### config.mk
export PLATFORM = sky130hd
export DESIGN_NAME = i2c_cond_gen
export DESIGN_NICKNAME = d
export VERILOG_FILES = /design/src/rtl/i2c_pkg.sv /design/src/rtl/i2c_phase_timer.sv /design/src/rtl/i2c_cond_gen.sv
export SDC_FILE = /design/constraint.sdc
export NUM_CORES = 1
export LEC_CHECK = 0
export CAP_MARGIN = 20
export CORE_MARGIN = 2
export CORE_UTILIZATION = 25
export DETAILED_ROUTE_END_ITERATION = 10
export PLACE_DENSITY = 0.46
export SYNTH_ARGS = -nofsm -noshare
export SYNTH_HDL_FRONTEND = slang
export SYNTH_SLANG_ARGS = --single-unit
### constraint.sdc
create_clock -name sample_clk -period 2.55 [get_ports sample_clk]
set_clock_uncertainty 0.05 [all_clocks]
set_input_delay 0.51 -clock sample_clk [delete_from_list [all_inputs] [get_ports sample_clk]]
set_output_delay 0.51 -clock sample_clk [all_outputs]
set_load 0.01 [all_outputs]
### src/rtl/i2c_pkg.sv
// Shared I2C definitions: command codes, condition-generator states and
// the state-to-line decode used by the condition generator.
package i2c_pkg;

    localparam logic [1:0] CMD_NOP    = 2'd0;
    localparam logic [1:0] CMD_START  = 2'd1;
    localparam logic [1:0] CMD_RSTART = 2'd2;
    localparam logic [1:0] CMD_STOP   = 2'd3;

    typedef enum logic [3:0] {
        ST_IDLE,
        ST_SU,
        ST_HD,
        ST_R_LOW,
        ST_R_WAIT,
        ST_R_SU,
        ST_R_HD,
        ST_P_LOW,
        ST_P_WAIT,
        ST_P_SU,
        ST_P_BUF
    } cg_state_e;

    typedef struct packed {
        logic scl;
        logic sda;
    } line_drv_t;

    // Line drive for each state. 1 = release, 0 = pull low.
    // In IDLE the bus is held low while we own it, released otherwise.
    function automatic line_drv_t state_lines(cg_state_e st, logic busy);
        line_drv_t l;
        l.scl = 1'b1;
        l.sda = 1'b1;
        case (st)
            ST_IDLE:   begin l.scl = ~busy; l.sda = ~busy; end
            ST_SU:     begin l.scl = 1'b1;  l.sda = 1'b1;  end
            ST_HD:     begin l.scl = 1'b1;  l.sda = 1'b0;  end
            ST_R_LOW:  begin l.scl = 1'b0;  l.sda = 1'b1;  end
            ST_R_WAIT: begin l.scl = 1'b1;  l.sda = 1'b1;  end
            ST_R_SU:   begin l.scl = 1'b1;  l.sda = 1'b1;  end
            ST_R_HD:   begin l.scl = 1'b1;  l.sda = 1'b0;  end
            ST_P_LOW:  begin l.scl = 1'b0;  l.sda = 1'b0;  end
            ST_P_WAIT: begin l.scl = 1'b1;  l.sda = 1'b0;  end
            ST_P_SU:   begin l.scl = 1'b1;  l.sda = 1'b0;  end
            ST_P_BUF:  begin l.scl = 1'b1;  l.sda = 1'b1;  end
            default:   begin l.scl = 1'b1;  l.sda = 1'b1;  end
        endcase
        return l;
    endfunction

endpackage

### src/rtl/i2c_phase_timer.sv
// Load/decrement down-counter with a zero flag. Loading N gives a phase
// of N+1 cycles when the owner exits on the cycle after zero is reached.
module i2c_phase_timer #(
    parameter int CNT_W = 8
) (
    input  logic             clk_i,
    input  logic             rst_i,
    input  logic             load_i,
    input  logic [CNT_W-1:0] load_val_i,
    output logic             zero_o
);

    logic [CNT_W-1:0] cnt_q, cnt_d;

    // Load has priority; otherwise count down and park at zero.
    always_comb begin
        cnt_d = cnt_q;
        if (load_i)
            cnt_d = load_val_i;
        else if (cnt_q != '0)
            cnt_d = cnt_q - 1'b1;
    end

    // Counter register, cleared by reset.
    always_ff @(posedge clk_i or posedge rst_i) begin
        if (rst_i) cnt_q <= '0;
        else       cnt_q <= cnt_d;
    end

    assign zero_o = (cnt_q == '0);

endmodule

### src/rtl/i2c_cond_gen.sv
// Master-side I2C START / repeated START / STOP generator. One command at
// a time over valid/ready; all line drives decode from registered state.
module i2c_cond_gen
    import i2c_pkg::*;
#(
    parameter int T_SU  = 4,
    parameter int T_HD  = 4,
    parameter int T_LOW = 5,
    parameter int T_BUF = 6,
    parameter int CNT_W = 8
) (
    input  logic       sample_clk,
    input  logic       rst,
    input  logic       cmd_valid,
    input  logic [1:0] cmd,
    output logic       cmd_ready,
    input  logic       scl_i,
    input  logic       sda_i,
    output logic       scl_o,
    output logic       sda_o,
    output logic       bus_busy,
    output logic       done,
    output logic       err
);

    localparam logic [CNT_W-1:0] LD_SU  = CNT_W'(T_SU - 1);
    localparam logic [CNT_W-1:0] LD_HD  = CNT_W'(T_HD - 1);
    localparam logic [CNT_W-1:0] LD_LOW = CNT_W'(T_LOW - 1);
    localparam logic [CNT_W-1:0] LD_BUF = CNT_W'(T_BUF - 1);

    cg_state_e        state_q, state_d;
    logic             busy_q, busy_d;
    logic             done_q, done_d;
    logic             err_q, err_d;
    logic             tmr_load;
    logic [CNT_W-1:0] tmr_val;
    logic             tmr_zero;
    line_drv_t        lines;

    i2c_phase_timer #(.CNT_W(CNT_W)) u_timer (
        .clk_i      (sample_clk),
        .rst_i      (rst),
        .load_i     (tmr_load),
        .load_val_i (tmr_val),
        .zero_o     (tmr_zero)
    );

    // Next-state: command decode in IDLE, timed phases exit on the cycle
    // after the timer hits zero, wait phases exit once SCL reads high.
    always_comb begin
        state_d  = state_q;
        busy_d   = busy_q;
        done_d   = 1'b0;
        err_d    = 1'b0;
        tmr_load = 1'b0;
        tmr_val  = '0;
        case (state_q)
            ST_IDLE: begin
                if (cmd_valid) begin
                    case (cmd)
                        CMD_START: begin
                            if (busy_q) err_d = 1'b1;
                            else begin
                                state_d  = ST_SU;
                                tmr_load = 1'b1;
                                tmr_val  = LD_SU;
                            end
                        end
                        CMD_RSTART: begin
                            if (!busy_q) err_d = 1'b1;
                            else begin
                                state_d  = ST_R_LOW;
                                tmr_load = 1'b1;
                                tmr_val  = LD_LOW;
                            end
                        end
                        CMD_STOP: begin
                            if (!busy_q) err_d = 1'b1;
                            else begin
                                state_d  = ST_P_LOW;
                                tmr_load = 1'b1;
                                tmr_val  = LD_LOW;
                            end
                        end
                        default: ;
                    endcase
                end
            end
            ST_SU: begin
                if (tmr_zero) begin
                    // SDA held low by someone else: bus not free, abort.
                    if (!sda_i) begin
                        state_d = ST_IDLE;
                        err_d   = 1'b1;
                    end else begin
                        state_d  = ST_HD;
                        tmr_load = 1'b1;
                        tmr_val  = LD_HD;
                    end
                end
            end
            ST_HD: begin
                if (tmr_zero) begin
                    state_d = ST_IDLE;
                    busy_d  = 1'b1;
                    done_d  = 1'b1;
                end
            end
            ST_R_LOW: if (tmr_zero) state_d = ST_R_WAIT;
            ST_R_WAIT: begin
                if (scl_i) begin
                    state_d  = ST_R_SU;
                    tmr_load = 1'b1;
                    tmr_val  = LD_SU;
                end
            end
            ST_R_SU: begin
                if (tmr_zero) begin
                    state_d  = ST_R_HD;
                    tmr_load = 1'b1;
                    tmr_val  = LD_HD;
                end
            end
            ST_R_HD: begin
                if (tmr_zero) begin
                    state_d = ST_IDLE;
                    done_d  = 1'b1;
                end
            end
            ST_P_LOW: if (tmr_zero) state_d = ST_P_WAIT;
            ST_P_WAIT: begin
                if (scl_i) begin
                    state_d  = ST_P_SU;
                    tmr_load = 1'b1;
                    tmr_val  = LD_SU;
                end
            end
            ST_P_SU: begin
                if (tmr_zero) begin
                    state_d  = ST_P_BUF;
                    tmr_load = 1'b1;
                    tmr_val  = LD_BUF;
                end
            end
            ST_P_BUF: begin
                if (tmr_zero) begin
                    state_d = ST_IDLE;
                    busy_d  = 1'b0;
                    done_d  = 1'b1;
                end
            end
            default: state_d = ST_IDLE;
        endcase
    end

    // State, bus ownership and status pulse registers.
    always_ff @(posedge sample_clk or posedge rst) begin
        if (rst) begin
            state_q <= ST_IDLE;
            busy_q  <= 1'b0;
            done_q  <= 1'b0;
            err_q   <= 1'b0;
        end else begin
            state_q <= state_d;
            busy_q  <= busy_d;
            done_q  <= done_d;
            err_q   <= err_d;
        end
    end

    // Line drives are a pure decode of registered state.
    always_comb begin
        lines = state_lines(state_q, busy_q);
    end

    assign scl_o     = lines.scl;
    assign sda_o     = lines.sda;
    assign cmd_ready = (state_q == ST_IDLE);
    assign bus_busy  = busy_q;
    assign done      = done_q;
    assign err       = err_q;

endmodule

# Yosys cells after proc, flatten, opt, wreduce, memory -nomap -nowiden
# Cells that the tools add are included.
# W data, S select, Z words.
dict set report totals {
  in_bits 7
  ram_bits 0
  romBits 0
  word_cells 93
  memories 0
  latch_bits 0
  register_bits 15
}
dict set report op_classes {
  reduce_logical 12
  n_div 0
  mux 46
  n_lt_le_gt_ge 0
  shifts 0
  n_addsub 1
  eq_ne 28
  multipliers 0
  bitwise_logic 1
}
# op n
set ops {}
lappend ops {{$mux W4} 12}
lappend ops {{$pmux W4 S9} 1}
lappend ops {{$ne A2 B2 Y1 const B} 10}
lappend ops {{$eq A4 B3 Y1 const B} 4}
lappend ops {{$mux W8} 2}
lappend ops {{$pmux W3 S5} 1}
lappend ops {{$mux W1} 13}
lappend ops {{$reduce_and A13 Y1} 1}
lappend ops {{$eq A4 B4 Y1 const B} 3}
lappend ops {{$mux W2} 6}
lappend ops {{$pmux W4 S3} 1}
lappend ops {{$mux W3} 3}
lappend ops {{$ne A3 B3 Y1 const B} 3}
lappend ops {{$eq A4 B2 Y1 const B} 2}
lappend ops {{$logic_not A8 Y1} 1}
lappend ops {{$pmux W1 S2} 4}
lappend ops {{$pmux W2 S4} 1}
lappend ops {{$reduce_bool A8 Y1} 1}
lappend ops {{$sub A8 B1 Y8 const B} 1}
lappend ops {{$pmux W3 S2} 1}
lappend ops {{$reduce_or A2 Y1} 3}
lappend ops {{$eq A2 B2 Y1 const B} 2}
lappend ops {{$eq A4 B1 Y1 const B} 1}
lappend ops {{$logic_not A4 Y1} 1}
lappend ops {{other kinds (9)} 10}

# Depth between registers and ports, before layout
dict set report depth {
  ltp_word 6
  ltp_mapped 8
  mapped_depth_nobuf 7
}

# By module
# Synthesis repeated with hierarchy kept, for this count alone.
dict set report hier_totals {
  hier_cells 128
  hier_area_um2 1094.8
}
# mod area_each_um2 instances cells_per_inst
set by_module_without_submodules {}
lappend by_module_without_submodules {i2c_cond_gen 598.1 1 72}
lappend by_module_without_submodules {i2c_phase_timer 496.7 1 56}

# Worst setup path after synthesis
# OpenSTA, ideal clock, no wires.
dict set report synth_path {
  path_type {register -> register}
  from {register u_timer.cnt_q[0]}
  to {register u_timer.cnt_q[2]}
  setup_slack_ps 581
  period_less_slack_ps 1969
  path_stages_with_launch 9
  setup_time_ps 126
  t_arrival_ps 1793
  cell_sequence {dfrtp_1 > inv_1 > ha_1 > nor3b_1 > and2_1 > buf_6 > a31oi_4 > and3_1 > o32a_1}
}
dict set report synth_via {
  elab_chain_len 4
  word_cells_on_any_way 11
  cone_classes {add/sub (1); mux (7); reduce/logical (3)}
}
# item line
set synth_rtl {}
lappend synth_rtl {{from (decl)} i2c_phase_timer.sv:13} ;# logic [CNT_W-1:0] cnt_q, cnt_d;
lappend synth_rtl {{from (signal assigned)} i2c_phase_timer.sv:27} ;# else cnt_q <= cnt_d;
lappend synth_rtl {{parallel branches: the longest is 4 deep, another holds $sub A8 B1 Y8} --}
# Parallel ways; which one is timed is not known. The select of a mux whose other input is x is not followed.
# A chain may end at the register's enable or synchronous reset.

# Worst setup path in the final report
dict set report layout_path {
  from {register state_q[0]}
  to {output sda_o}
}
dict set report layout_via {
  elab_chain_len 3
  word_cells_on_any_way 9
  cone_classes {eq/ne (6); mux (1); reduce/logical (2)}
}
# item line
set layout_rtl {}
lappend layout_rtl {{from (decl)} i2c_cond_gen.sv:31} ;# cg_state_e state_q, state_d;
lappend layout_rtl {{from (signal assigned)} i2c_cond_gen.sv:164} ;# state_q <= state_d;
lappend layout_rtl {{$eq A4 B4 Y1, or another cell as far along} i2c_pkg.sv:35} ;# case (st)
lappend layout_rtl {{$reduce_or A4 Y1 (no line)} --}
lappend layout_rtl {{$pmux W2 S4 *} i2c_pkg.sv:35}
lappend layout_rtl {{to (decl)} i2c_cond_gen.sv:20} ;# output logic sda_o,
# Every way passes the cells marked *; elsewhere a longest branch is shown, timed or not.

==> run metrics <==
status=completed; DP Cell Count=180; Die Y=68.88 µm; Synth Warn #=0; Rows=23; clk root buf=clkbuf_8; final cell count without fillers=184; WP buf/inv=1; Worst path slowest cell=dfrtp_1; r2r endpoint=u_timer.cnt_q[2]$_DFFE_PP0P_; CTS Buf Count=3; I/O pins=13; sequential fraction of the synthesis area=a little over a third; DRC viols=0; Leakage=0.5345 nW; htree depth=1; Post-Syn Area=0.001052 mm²; Routed Wire Length=2.505 mm; area of the multi-input gates=614.3 µm²; RR Startpoint=u_timer.cnt_q[0]$_DFFE_PP0P_; #FFs+latches synth=15; fin area=0.001289 mm²; post-synth cell types=38; Pins Over Slew Limit=0; Mapped Avg Cell Area=8.917 µm²; Synth Net Count=127; max_cap viols=0; cell depth of the worst flop-to-flop path=7; CTS tree=yes; Final HPWL DP=1.977 mm; power per cell area=around 1100 mW/mm²; drt initial violations=28; Critical Path Source=state_q[0]$_DFFE_PP0P_; via count=912; CP cell instances=a22oi_1 -> o21ai_0 -> clkdlybuf4s50_1; gpl congestion=0.7731; antenna violations before repair=0; layout cells sized above 1=roughly 11%; clk buf depth=2; Reg area=about 380 µm²; largest net degree at the start of global routing=17; Clock transition at path regs=about 0.060 ns; starting density of the core=26.12%; commonest non-fill, non-tap cell in the layout=dfrtp_1; vias in the first global route=between 800 and 900; CP Launch Type=flop; Req. time, crit path=1.99 ns; layout net count=144; number of iterations in the first detailed-routing pass=4; Worst-Margin Slew=~0.60 ns; Port Buffers=12; Crit. path cell count=3; die area=around 0.0047 mm²; RSZ-0062 raised after global routing=no; Die Wd=between 60 and 70 µm; fillers=445; ANT cells=0; Final Hold Viols=0; HP Class=reg2reg; critical path arrival=roughly 1.8 ns; CP Capture Type=primary output; vias per std cell=around 5; WS Path Type=reg2out; area of the core=0.004029 mm²; Clk Latency, worst-skew pair=roughly 0.25 ns; Crit Path Max Fanout=16; Total GRT Usage=12.42%; crit path capture=sda_o; Peak supply drop=between 0.0003 and 0.0004 V; most frequent cells in the layout=dfrtp_1 (15), clkdlybuf4s50_1 (12), nand2_1 (10), o21ai_0 (9); final setup vio count=0; TNS Setup=0 ns; worst reg-to-reg setup slack=0.32 ns; Area Overhead vs Synth=22.47%; Pwr Total=0.001476 W; global route overflow=0; Slew HR=between 60% and 70%; fin crit share=92.67%; CP top delay family=flip-flops; slowest cell delay on critical path=0.67 ns; Syn Inst Count=about 120; Max Fclk=roughly 0.42 GHz; post-route antenna net violation count=0; Tmin final=2.363 ns; number of clock sinks=15; Routed WL per cell=13.61 µm; first-pass GRT wire length=around 4.3 mm; Placed Area=approximately 0.0012 mm²
==> area by class of cell <==
type	count	share of cell area (%)
Clock buffer	4	3.495
Tap cell	50	4.854
Inverter	9	2.621
Multi-Input combinational cell	89	47.67
Sequential cell	15	29.13
Timing Repair Buffer	17	12.23
==> report_power, final <==
| group | internal [W] | switching (W) | total, W |
|---|---|---|---|
| clock | 0.000111 | 0.0000855 | 0.000196 |
| combinational | 0.000395 | 0.000405 | 0.000801 |
| sequential | 0.000332 | 0.000147 | 0.000479 |
| total | 0.000838 | 0.000638 | 0.00148 |
==> stage by stage <==
stage          setup WS, ns  utilization [%]  hold slack [ns]
2_1_floorplan        0.5814                -           0.3615
3_3_place_gp         0.2699            30.87           0.5268
3_5_place_dp         0.2616            30.87           0.5505
4_1_cts              0.1232            31.99           0.5654
5_1_grt             0.02556            31.99           0.6127
6_report             0.1868            31.99           0.5523
==> synth_stat cells, drive strengths merged <==
cell | number | share of area (%)
a211o | 1 | 0.83
o211ai | 1 | 0.71
and2 | 2 | 1.2
xor2 | 2 | 1.7
dfrtp | 15 | 36
o32a | 1 | 0.95
or4 | 2 | 1.4
and3 | 3 | 1.8
a221oi | 2 | 2.9
a21boi | 1 | 0.71
o22a | 1 | 0.83
o311ai | 1 | 0.83
a31oi | 3 | 3.2
nor3b | 4 | 2.9
nor4 | 5 | 5.8
nand3 | 7 | 3.3
and3b | 1 | 0.83
a21oi | 7 | 3.3
a21o | 2 | 1.4
nand2 | 10 | 3.6
o21ai | 9 | 4.3
clkbuf | 2 | 0.71
nor2 | 8 | 2.9
o31ai | 1 | 0.71
a211oi | 1 | 0.71
o41ai | 1 | 0.83
xnor2 | 3 | 2.5
nor3 | 2 | 0.95
mux2i | 3 | 2.9
a22oi | 1 | 0.71
inv | 9 | 3.2
buf | 3 | 2.0
ha | 2 | 2.4
and2b | 1 | 0.83
o22ai | 1 | 0.59
==> logic make-up after synthesis <==
family | count (synthesis) | synth area share (%)
adder cells (fa/ha/maj) | 2 | 2.378
flip-flops | 15 | 35.67
multiplexers | 3 | 2.854
AO/OA/AOI/OAI | 34 | 23.54
XOR/XNOR | 5 | 4.162
buffers and inverters | 14 | 5.945
AND/OR/NAND/NOR | 45 | 25.45
==> worst reg2reg max path, cell delays in order (launching register included) <==
cell and delay [ns]:
dfrtp_1 0.42, inv_1 0.12, ha_1 0.19, nor3b_1 0.38, nand3_1 0.20, o22a_1 0.28, and3_1 0.15, o32a_1 0.32
==> layer usage <==
metal	track usage (%)	wire [µm]	vias up
met5	0	0	-
met4	2.206	19	0
met3	3.896	121	2
met2	21.51	1246	19
met1	15.25	1116	426
li1	-	-	465
==> how the worst min path moves through the flow <==
stage	from	cells after the start	to	slack, ns
floorplan	rst	1	bus_busy$_DFFE_PP0P_	0.36
global placement	u_timer.cnt_q[6]$_DFFE_PP0P_	2	u_timer.cnt_q[6]$_DFFE_PP0P_	0.53
detailed placement	u_timer.cnt_q[6]$_DFFE_PP0P_	2	u_timer.cnt_q[6]$_DFFE_PP0P_	0.55
CTS	u_timer.cnt_q[6]$_DFFE_PP0P_	2	u_timer.cnt_q[6]$_DFFE_PP0P_	0.57
global route	u_timer.cnt_q[5]$_DFFE_PP0P_	2	u_timer.cnt_q[5]$_DFFE_PP0P_	0.61
finish	u_timer.cnt_q[6]$_DFFE_PP0P_	2	u_timer.cnt_q[6]$_DFFE_PP0P_	0.55
==> repair_timing <==
| action | in CTS | in global routing |
|---|---|---|
| endpoints found under the hold margin | 0 | 0 |
| gates resized for setup | 0 | 1 |
| buffers inserted | 0 | 0 |
| hold buffers | 0 | 0 |
| endpoints found under the setup margin | 0 | 1 |
==> registers in the layout, indices dropped and copies added (netlist names) <==
register / count
bus_busy: 1
done: 1
err: 1
state_q: 4
u_timer.cnt_q: 8
Note: power is estimated with default switching activity, not from simulation.
